$ cat src/rtl/insn_mem_defs.sv
// ============================================================================
// Module : insn_mem_defs (package)
// Brief  : Shared encodings and constants for the instruction-memory port.
// Rev    : 1.0  initial release
// ============================================================================
`default_nettype none

package insn_mem_defs;

    localparam int MEM_AW_DEF = 8;
    localparam int INSN_BYTES = 4;
    localparam int CNT_W      = $clog2(INSN_BYTES);

    typedef enum logic [1:0] {
        IDLE = 2'd0,
        RD   = 2'd1,
        CAP  = 2'd2
    } state_t;

endpackage

`default_nettype wire

$ cat src/rtl/rr_arbiter2.sv
// ============================================================================
// Module : rr_arbiter2
// Brief  : Two-requester round-robin grant with a registered last-grant pointer.
// Rev    : 1.0  initial release
// ============================================================================
`default_nettype none

module rr_arbiter2 #(
    parameter bit RESET_LAST = 1'b1     // index treated as last granted out of reset
) (
    input  logic       clk,
    input  logic       rst_n,
    input  logic       en,
    input  logic [1:0] req,
    output logic [1:0] gnt
);

    logic last;

    // On contention the requester that did not win last time is served.
    always_comb begin
        gnt[0] = en & req[0] & (~req[1] | last);
        gnt[1] = en & req[1] & (~req[0] | ~last);
    end

    always_ff @(posedge clk or negedge rst_n) begin
        if (!rst_n) begin
            last <= RESET_LAST;
        end else if (gnt[1]) begin
            last <= 1'b1;
        end else if (gnt[0]) begin
            last <= 1'b0;
        end
    end

endmodule

`default_nettype wire

$ cat src/rtl/insn_mem_arbiter.sv
// ============================================================================
// Module : insn_mem_arbiter
// Brief  : Shares a byte-wide synchronous-read memory between 4-byte fetch and byte loader.
// Rev    : 1.0  initial release
// ============================================================================
`default_nettype none

module insn_mem_arbiter
    import insn_mem_defs::*;
#(
    parameter int MEM_AW = MEM_AW_DEF,
    parameter int ADDR_W = 64
) (
    input  logic              clk,
    input  logic              rst_n,
    input  logic              fetch_req,
    input  logic [ADDR_W-1:0] fetch_addr,
    output logic              fetch_ready,
    output logic              fetch_valid,
    output logic [31:0]       fetch_insn,
    output logic              fetch_fault,
    input  logic              load_req,
    input  logic [MEM_AW-1:0] load_addr,
    input  logic [7:0]        load_data,
    output logic              load_ack,
    output logic [MEM_AW-1:0] mem_addr,
    output logic              mem_we,
    output logic [7:0]        mem_wdata,
    input  logic [7:0]        mem_rdata
);

    localparam int LO_W = 8 * (INSN_BYTES - 1);

    state_t            state;
    logic [MEM_AW-1:0] base;
    logic [CNT_W-1:0]  cnt;
    logic              fault_q;
    logic [LO_W-1:0]   lo_bytes;
    logic              arb_en;
    logic [1:0]        gnt;

    // Gating with rst_n keeps the combinational handshakes quiet during reset.
    assign arb_en = rst_n & (state == IDLE);

    rr_arbiter2 #(
        .RESET_LAST (1'b1)
    ) u_arb (
        .clk   (clk),
        .rst_n (rst_n),
        .en    (arb_en),
        .req   ({fetch_req, load_req}),
        .gnt   (gnt)
    );

    always_comb begin
        load_ack    = gnt[0];
        fetch_ready = gnt[1];
        mem_we      = gnt[0];
        mem_wdata   = gnt[0] ? load_data : 8'h00;
        mem_addr    = '0;
        if (gnt[0]) begin
            mem_addr = load_addr;
        end else if (gnt[1]) begin
            mem_addr = fetch_addr[MEM_AW-1:0];
        end else if (state == RD) begin
            mem_addr = base + MEM_AW'(cnt);
        end
    end

    always_ff @(posedge clk or negedge rst_n) begin
        if (!rst_n) begin
            state       <= IDLE;
            base        <= '0;
            cnt         <= '0;
            fault_q     <= 1'b0;
            lo_bytes    <= '0;
            fetch_valid <= 1'b0;
            fetch_insn  <= 32'h0;
            fetch_fault <= 1'b0;
        end else begin
            fetch_valid <= 1'b0;
            case (state)
                IDLE: begin
                    if (fetch_ready) begin
                        base    <= fetch_addr[MEM_AW-1:0];
                        fault_q <= |fetch_addr[ADDR_W-1:MEM_AW];
                        cnt     <= CNT_W'(1);
                        state   <= RD;
                    end
                end
                RD: begin
                    // Bytes shift in from the top so byte 0 ends up lowest.
                    lo_bytes <= {mem_rdata, lo_bytes[LO_W-1:8]};
                    cnt      <= cnt + CNT_W'(1);
                    if (cnt == CNT_W'(INSN_BYTES - 1)) begin
                        state <= CAP;
                    end
                end
                CAP: begin
                    fetch_valid <= 1'b1;
                    fetch_insn  <= {mem_rdata, lo_bytes};
                    fetch_fault <= fault_q;
                    state       <= IDLE;
                end
                default: state <= IDLE;
            endcase
        end
    end

endmodule

`default_nettype wire

$ cat config.mk
export PLATFORM = sky130hd
export DESIGN_NAME = insn_mem_arbiter
export DESIGN_NICKNAME = d
export VERILOG_FILES = /design/src/rtl/insn_mem_defs.sv /design/src/rtl/rr_arbiter2.sv /design/src/rtl/insn_mem_arbiter.sv
export SDC_FILE = /design/constraint.sdc
export NUM_CORES = 1
export LEC_CHECK = 0
export BUFFER_PORTS_ARGS = -buffer_cell sky130_fd_sc_hd__buf_2
export CAP_MARGIN = 30
export CORE_MARGIN = 2
export CORE_UTILIZATION = 42
export CTS_CLUSTER_DIAMETER = 30
export DETAILED_ROUTE_END_ITERATION = 16
export PLACE_DENSITY = 0.86
export SYNTH_ARGS = -nofsm -noshare
export SYNTH_HDL_FRONTEND = slang
export SYNTH_SLANG_ARGS = --single-unit
$ cat constraint.sdc
create_clock -name clk -period 1.8 [get_ports clk]
set_input_delay 0.36 -clock clk [delete_from_list [all_inputs] [get_ports clk]]
set_output_delay 0.36 -clock clk [all_outputs]
set_load 0.02 [all_outputs]
==> summary.txt, run 1 <==
Final HPWL DP = 5600 um
worst path buffer plus inverter count = 2
largest net degree at the start of global routing = 73
CP max stage cell = dfrtp_1
Worst EP arrival = 1.99 ns
vias in the first global route = 2955
CTS Buf Count = 9
first-pass GRT wire length = 14200 um
Syn Inst Count = 304
Final Instance Area = 0.00476 mm^2
Post-Syn Nets = 400
Hold Startpoint = mem_rdata[2]
# nets final = 579
commonest non-fill, non-tap cell in the layout = buf_2
hold depth = 3
most frequent cells in the layout = buf_2, nand2_1, dfrtp_1
cell area after synthesis = 0.00323 mm^2
Initial Utilization = 44.0%
r2r startpoint = state[1]
status = finished, violations left
Residual DRC = 0
top post-synthesis cells by area = dfrtp_1, nand2_1, mux2_2
failing checks = setup timing
cell family with most CP delay = adder cells
H-tree Lvls = 3
wire per inst = 15.1 um
Core Area = 0.00733 mm^2
CTS Buffer Depth = 2
Final Hold Fails = 0
worst min-delay path class = input port to register
achievable clock frequency = 425 MHz
Critical Path Start Type = register
Die X-Extent = 91.7 um
Clock Latency Late Sink = 0.34 ns
LEAKAGE = 2.47 nW
Ys Warns = 0
crit-path max cell delay = 0.39 ns
worst hold endpoint = lo_bytes[18]
classification of the worst setup path = register to primary output
Sink Count = 72
I/O pin total = 145
Req. time, crit path = 1.44 ns
Layout area overhead = 47.4%
Final Max Slew Viols = 0
post-synth top area share = 55.1%
R2R setup slack = 0.19 ns
setup violators final = 19
Setup Skew = 0.0110 ns
Tmin final = 2.35 ns
# placed instances = 552
worst slew pin tran = 0.890 ns
Finished Layout Cells = 587
TritonCTS clock tree = done
mean post-synth cell area = 10.6 um^2
share of cells above drive strength 1 = 54.3%
initial antenna violation count = 0
post-synth cell types = 34
Final ANT Viol Nets = 0
DRT iter0 DRCs = 132
total gr overflow = 0
r2r endpoint = cnt[0]
GR Layer Usage met2 = 34.8%
root buffer cell = clkbuf_8
GR Util met1 = 27.3%
met3 usage = 4.27%
CP cell instances = ha_2 -> fa_2 -> inv_2 -> o211a_1 -> nor2_1 -> a31oi_2 -> buf_4
GRT Total Usage = 21.2%
Final WS setup = -0.553 ns
die height = 91.7 um
via count = 2925
die area = 0.00840 mm^2
worst vdd rail ir drop = 0.923 mV
GPL Wtd Cong = 0.885
crit end category = primary output
sequential area share after synthesis = 55.9%
Detailed Route WL = 8890 um
RSZ-0062 raised after global routing = yes
site row count = 31
Max Fanout on Critical Path = 3
Area after DPL = 0.00418 mm^2
clk slew on worst S/H paths = 0.08 ns
Most Used Layer, Global Route = met2
dominant cell type by area after synthesis = dfrtp_1
relative slew slack = 40.7%
Port-buffer cells = 144
maxcap violations = 0
R2R depth = 6
Pwr Density = 1660 mW/mm^2
Final period util = 131%
Yosys reg bits = 72
via density per instance = 4.98
drt pass-1 iters = 4
diode count = 0
per-layer routing:
| layer | routed length (um) | vias up |
|---|---|---|
| met4 | 310 | 0 |
| li1 | - | 1393 |
| met2 | 4490 | 93 |
| met1 | 3670 | 1413 |
| met5 | 0 | - |
| met3 | 418 | 26 |
per-stage QoR:
step | hold slack [ns] | setup WS [ns] | total power, mW | util (%) | TNS [ns]
3_5_place_dp | 0.461 | -0.165 | 6.10 | 57.0 | -0.722
3_3_place_gp | 0.458 | -0.155 | 5.99 | 57.0 | -0.561
5_1_grt | 0.215 | -0.629 | 8.37 | 64.9 | -7.76
2_1_floorplan | 0.0644 | -0.0623 | 4.94 | - | -0.105
6_report | 0.216 | -0.553 | 7.89 | 64.9 | -6.70
4_1_cts | 0.200 | -0.514 | 7.71 | 63.2 | -5.64
Yosys cell counts (all sizes together):
cell type,n
a21oi,4
a22oi,4
a31oi,5
and2,9
buf,14
clkinv,1
dfrtp,71
dfstp,1
fa,1
ha,3
inv,5
mux2,33
nand2,101
nand2b,3
nand3,4
nand4,4
nor2,8
nor2b,1
nor3,3
nor3b,1
nor4,17
o211a,2
o211ai,1
o21a,1
o21ai,5
xnor2,1
xor2,1
sequential cells by signal, summed over array words and instances (netlist names):
signal and count:
base 8, fetch_fault 1, state 2, fetch_valid 1, fault_q 1, lo_bytes 24
u_arb.last 1, fetch_insn 32, cnt 2
final cells by class:
| type | count | area, um^2 |
|---|---|---|
| Sequential cell | 72 | 1800 |
| Timing Repair inverter | 1 | 8.76 |
| Inverter | 6 | 32.5 |
| Multi-Input combinational cell | 212 | 1420 |
| Clock inverter | 6 | 67.6 |
| Tap cell | 99 | 124 |
| Timing Repair Buffer | 181 | 1170 |
| Clock buffer | 10 | 128 |
| Fill cell | 562 | 2570 |
report_power, final:
part | internal [mW] | leakage, nW | switching [mW]
combinational | 1.71 | 1.49 | 2.03
clock | 0.645 | 0.0929 | 0.618
sequential | 2.36 | 0.891 | 0.519
kinds of logic (layout without fill, tap and decap cells):
group                      after synthesis  count (layout)  synth area share, %
buffers and inverters                   20             204                 3.92
adders and majority gates                4               4                 1.78
xor gates and xnor gates                 2               2                0.543
DFF                                     72              72                 55.9
AOI/OAI and AO/OA                       22              22                 4.65
and+or+nand+nor                        151             151                 21.7
muxes                                   33              33                 11.5
worst max path at each step:
| stage | depth (start not counted) | from | endpoint | slack [ns] |
|---|---|---|---|---|
| 5_1_grt | 7 | cnt[0] | mem_addr[6] | -0.63 |
| 4_1_cts | 7 | cnt[0] | mem_addr[4] | -0.51 |
| 3_3_place_gp | 7 | base[0] | mem_addr[4] | -0.15 |
| 2_1_floorplan | 6 | cnt[0] | mem_addr[6] | -0.06 |
| 3_5_place_dp | 7 | base[0] | mem_addr[4] | -0.16 |
| 6_report | 7 | cnt[0] | mem_addr[6] | -0.55 |
timing repair:
item                                    CTS  global route
setup buffers                             8            10
resized for setup                        57            10
hold buffers                              0             0
pin swaps                                22             4
cloned                                    1             0
endpoints found under the setup margin   19            19
worst min-delay path, delay by kind of cell:
| family | cells | cell delay [ns] |
|---|---|---|
| and+or+nand+nor | 2 | 0.09 |
| buffers and inverters | 1 | 0.08 |
(Power assumes the default switching activity.)
==> inputs of run 2 (changes only) <==
--- a/config.mk
+++ b/config.mk
@@ -12,6 +12,7 @@
 export CTS_CLUSTER_DIAMETER = 30
 export DETAILED_ROUTE_END_ITERATION = 16
 export PLACE_DENSITY = 0.86
+export SETUP_SLACK_MARGIN = 0.2
 export SYNTH_ARGS = -nofsm -noshare
 export SYNTH_HDL_FRONTEND = slang
 export SYNTH_SLANG_ARGS = --single-unit
==> summary.txt, run 2 (synthesized netlist as in run 1, its figures left out) <==
relative slew slack = 41.7%
via density per instance = 4.87
# placed instances = 553
Core Area = 0.00733 mm^2
Most Frequent Cell on Critical Path = buf_6
Sw Ratio = 40.7%
max reg flops = 32
pre-CTS WS = -0.174 ns
worst vdd rail ir drop = 0.965 mV
setup violators final = 19
largest net degree at the start of global routing = 73
biggest regs = fetch_insn x32, lo_bytes x24, base x8
Tmin final = 2.26 ns
failing checks = setup timing
wire per inst = 14.6 um
CTS Buf Count = 9
Final Hold Fails = 0
crit-path max cell delay = 0.38 ns
Pwr Density = 1650 mW/mm^2
Req. time, crit path = 1.44 ns
maxcap violations = 0
drt pass-1 iters = 4
diode count = 0
sequential group share of total power = 37.0%
CTS Buffer Depth = 2
I/O pin total = 145
# nets final = 572
first-pass GRT wire length = 13800 um
die area = 0.00840 mm^2
total gr overflow = 0
filler cell count = 558
Finished Layout Cells = 580
Clock Latency Late Sink = 0.33 ns
CP max stage cell = dfrtp_1
worst min-delay path class = input port to register
share of cells above drive strength 1 = 55.3%
H-tree Lvls = 3
Layout area overhead = 46.3%
GRT Total Usage = 20.4%
fin util = 64.4%
initial antenna violation count = 0
Port-buffer cells = 144
vias in the first global route = 2983
CP cell instances = ha_2 -> fa_2 -> buf_6 -> xor2_2 -> a22oi_2 -> nand2_2 -> buf_6
Residual DRC = 0
LEAKAGE = 2.45 nW
Worst EP arrival = 1.90 ns
Critical Path Start Type = register
Most flops, register = fetch_insn
multi-input logic area = 0.00147 mm^2
Setup Skew = 0.0118 ns
die height = 91.7 um
clock power share = 14.2%
Detailed Route WL = 8450 um
NetSw = 3.17 mW
Die X-Extent = 91.7 um
Sequential cell area = 0.00181 mm^2
clk slew on worst S/H paths = 0.08 ns
Hold Buf Count CTS = 0
classification of the worst setup path = register to primary output
internal power = 4.62 mW
root buffer cell = clkbuf_8
Hold WS = 0.226 ns
commonest non-fill, non-tap cell in the layout = buf_2
site row count = 31
Sink Count = 72
status = finished, violations left
worst slew pin tran = 0.874 ns
Final ANT Viol Nets = 0
Logic pwr share = 48.8%
DRT iter0 DRCs = 143
Max Fanout on Critical Path = 3
via count = 2825
Final HPWL DP = 5780 um
Final WS setup = -0.464 ns
Final period util = 126%
most frequent cells in the layout = buf_2, nand2_1, dfrtp_1
RSZ-0062 raised after global routing = yes
Initial Utilization = 44.0%
achievable clock frequency = 442 MHz
Final Max Slew Viols = 0
crit end category = primary output
TritonCTS clock tree = done
GPL Wtd Cong = 0.821
-- run 2: final cells by class --
cell class,count,area share [%]
Sequential cell,72,38.2
Multi-Input combinational cell,212,31.1
Timing Repair Buffer,174,23.4
Clock buffer,10,2.70
Tap cell,99,2.62
Clock inverter,6,0.927
Inverter,6,0.742
Timing Repair inverter,1,0.238
-- run 2: repair_timing --
action | 4_1_cts | 5_1_grt
gates resized for setup | 50 | 8
endpoints found under the setup margin | 23 | 28
buffers inserted | 8 | 2
cloned | 1 | 0
pin swaps | 17 | 8
-- run 2: critical path: cells and delay by family, from the launching register on --
kind                     cells  cell delay (ns)
adder cells (fa/ha/maj)      2             0.59
flip-flops                   1             0.38
buffers and inverters        2             0.27
XOR/XNOR                     1             0.14
AO/OA/AOI/OAI                1             0.14
AND/OR/NAND/NOR              1             0.07
-- run 2: path summary, 6_finish.rpt --
check | start | end | slack [ns] | cells after the start
max reg2reg | u_arb.last | cnt[0] | 0.28 | 7
max | base[0] | mem_addr[2] | -0.46 | 7
max in group asynchronous | rst_n | base[1] | 0.91 | 2
min reg2reg | lo_bytes[4] | lo_bytes[4] | 0.48 | 2
min | mem_rdata[4] | lo_bytes[20] | 0.23 | 3
min in group asynchronous | rst_n | base[3] | 0.29 | 2
-- run 2: power groups by stage --
stage	Clock [mW]	Combinational, mW	Sequential [mW]
final	1.10	3.80	2.88
after floorplan	0	1.84	3.21
after CTS	1.14	3.75	2.86
after global placement	0	3.27	2.83
after detailed placement	0	3.35	2.89
after global routing	1.21	4.11	2.99
-- run 2: stage by stage --
step,instance area [um^2],TNS (ns),total power [mW]
2_1_floorplan,3350,-0.116,5.05
3_3_place_gp,4260,-0.683,6.10
3_5_place_dp,4260,-0.898,6.24
4_1_cts,4670,-4.97,7.75
5_1_grt,4720,-6.21,8.31
6_report,4720,-4.84,7.79
-- run 2: layer usage --
layer / vias up / global-route usage [%] / routed length (um)
met4: 0 / 8.33 / 168
li1: 1372 / - / -
met5: - / 0 / 0
met1: 1356 / 25.0 / 3550
met3: 12 / 3.20 / 297
met2: 85 / 35.8 / 4430
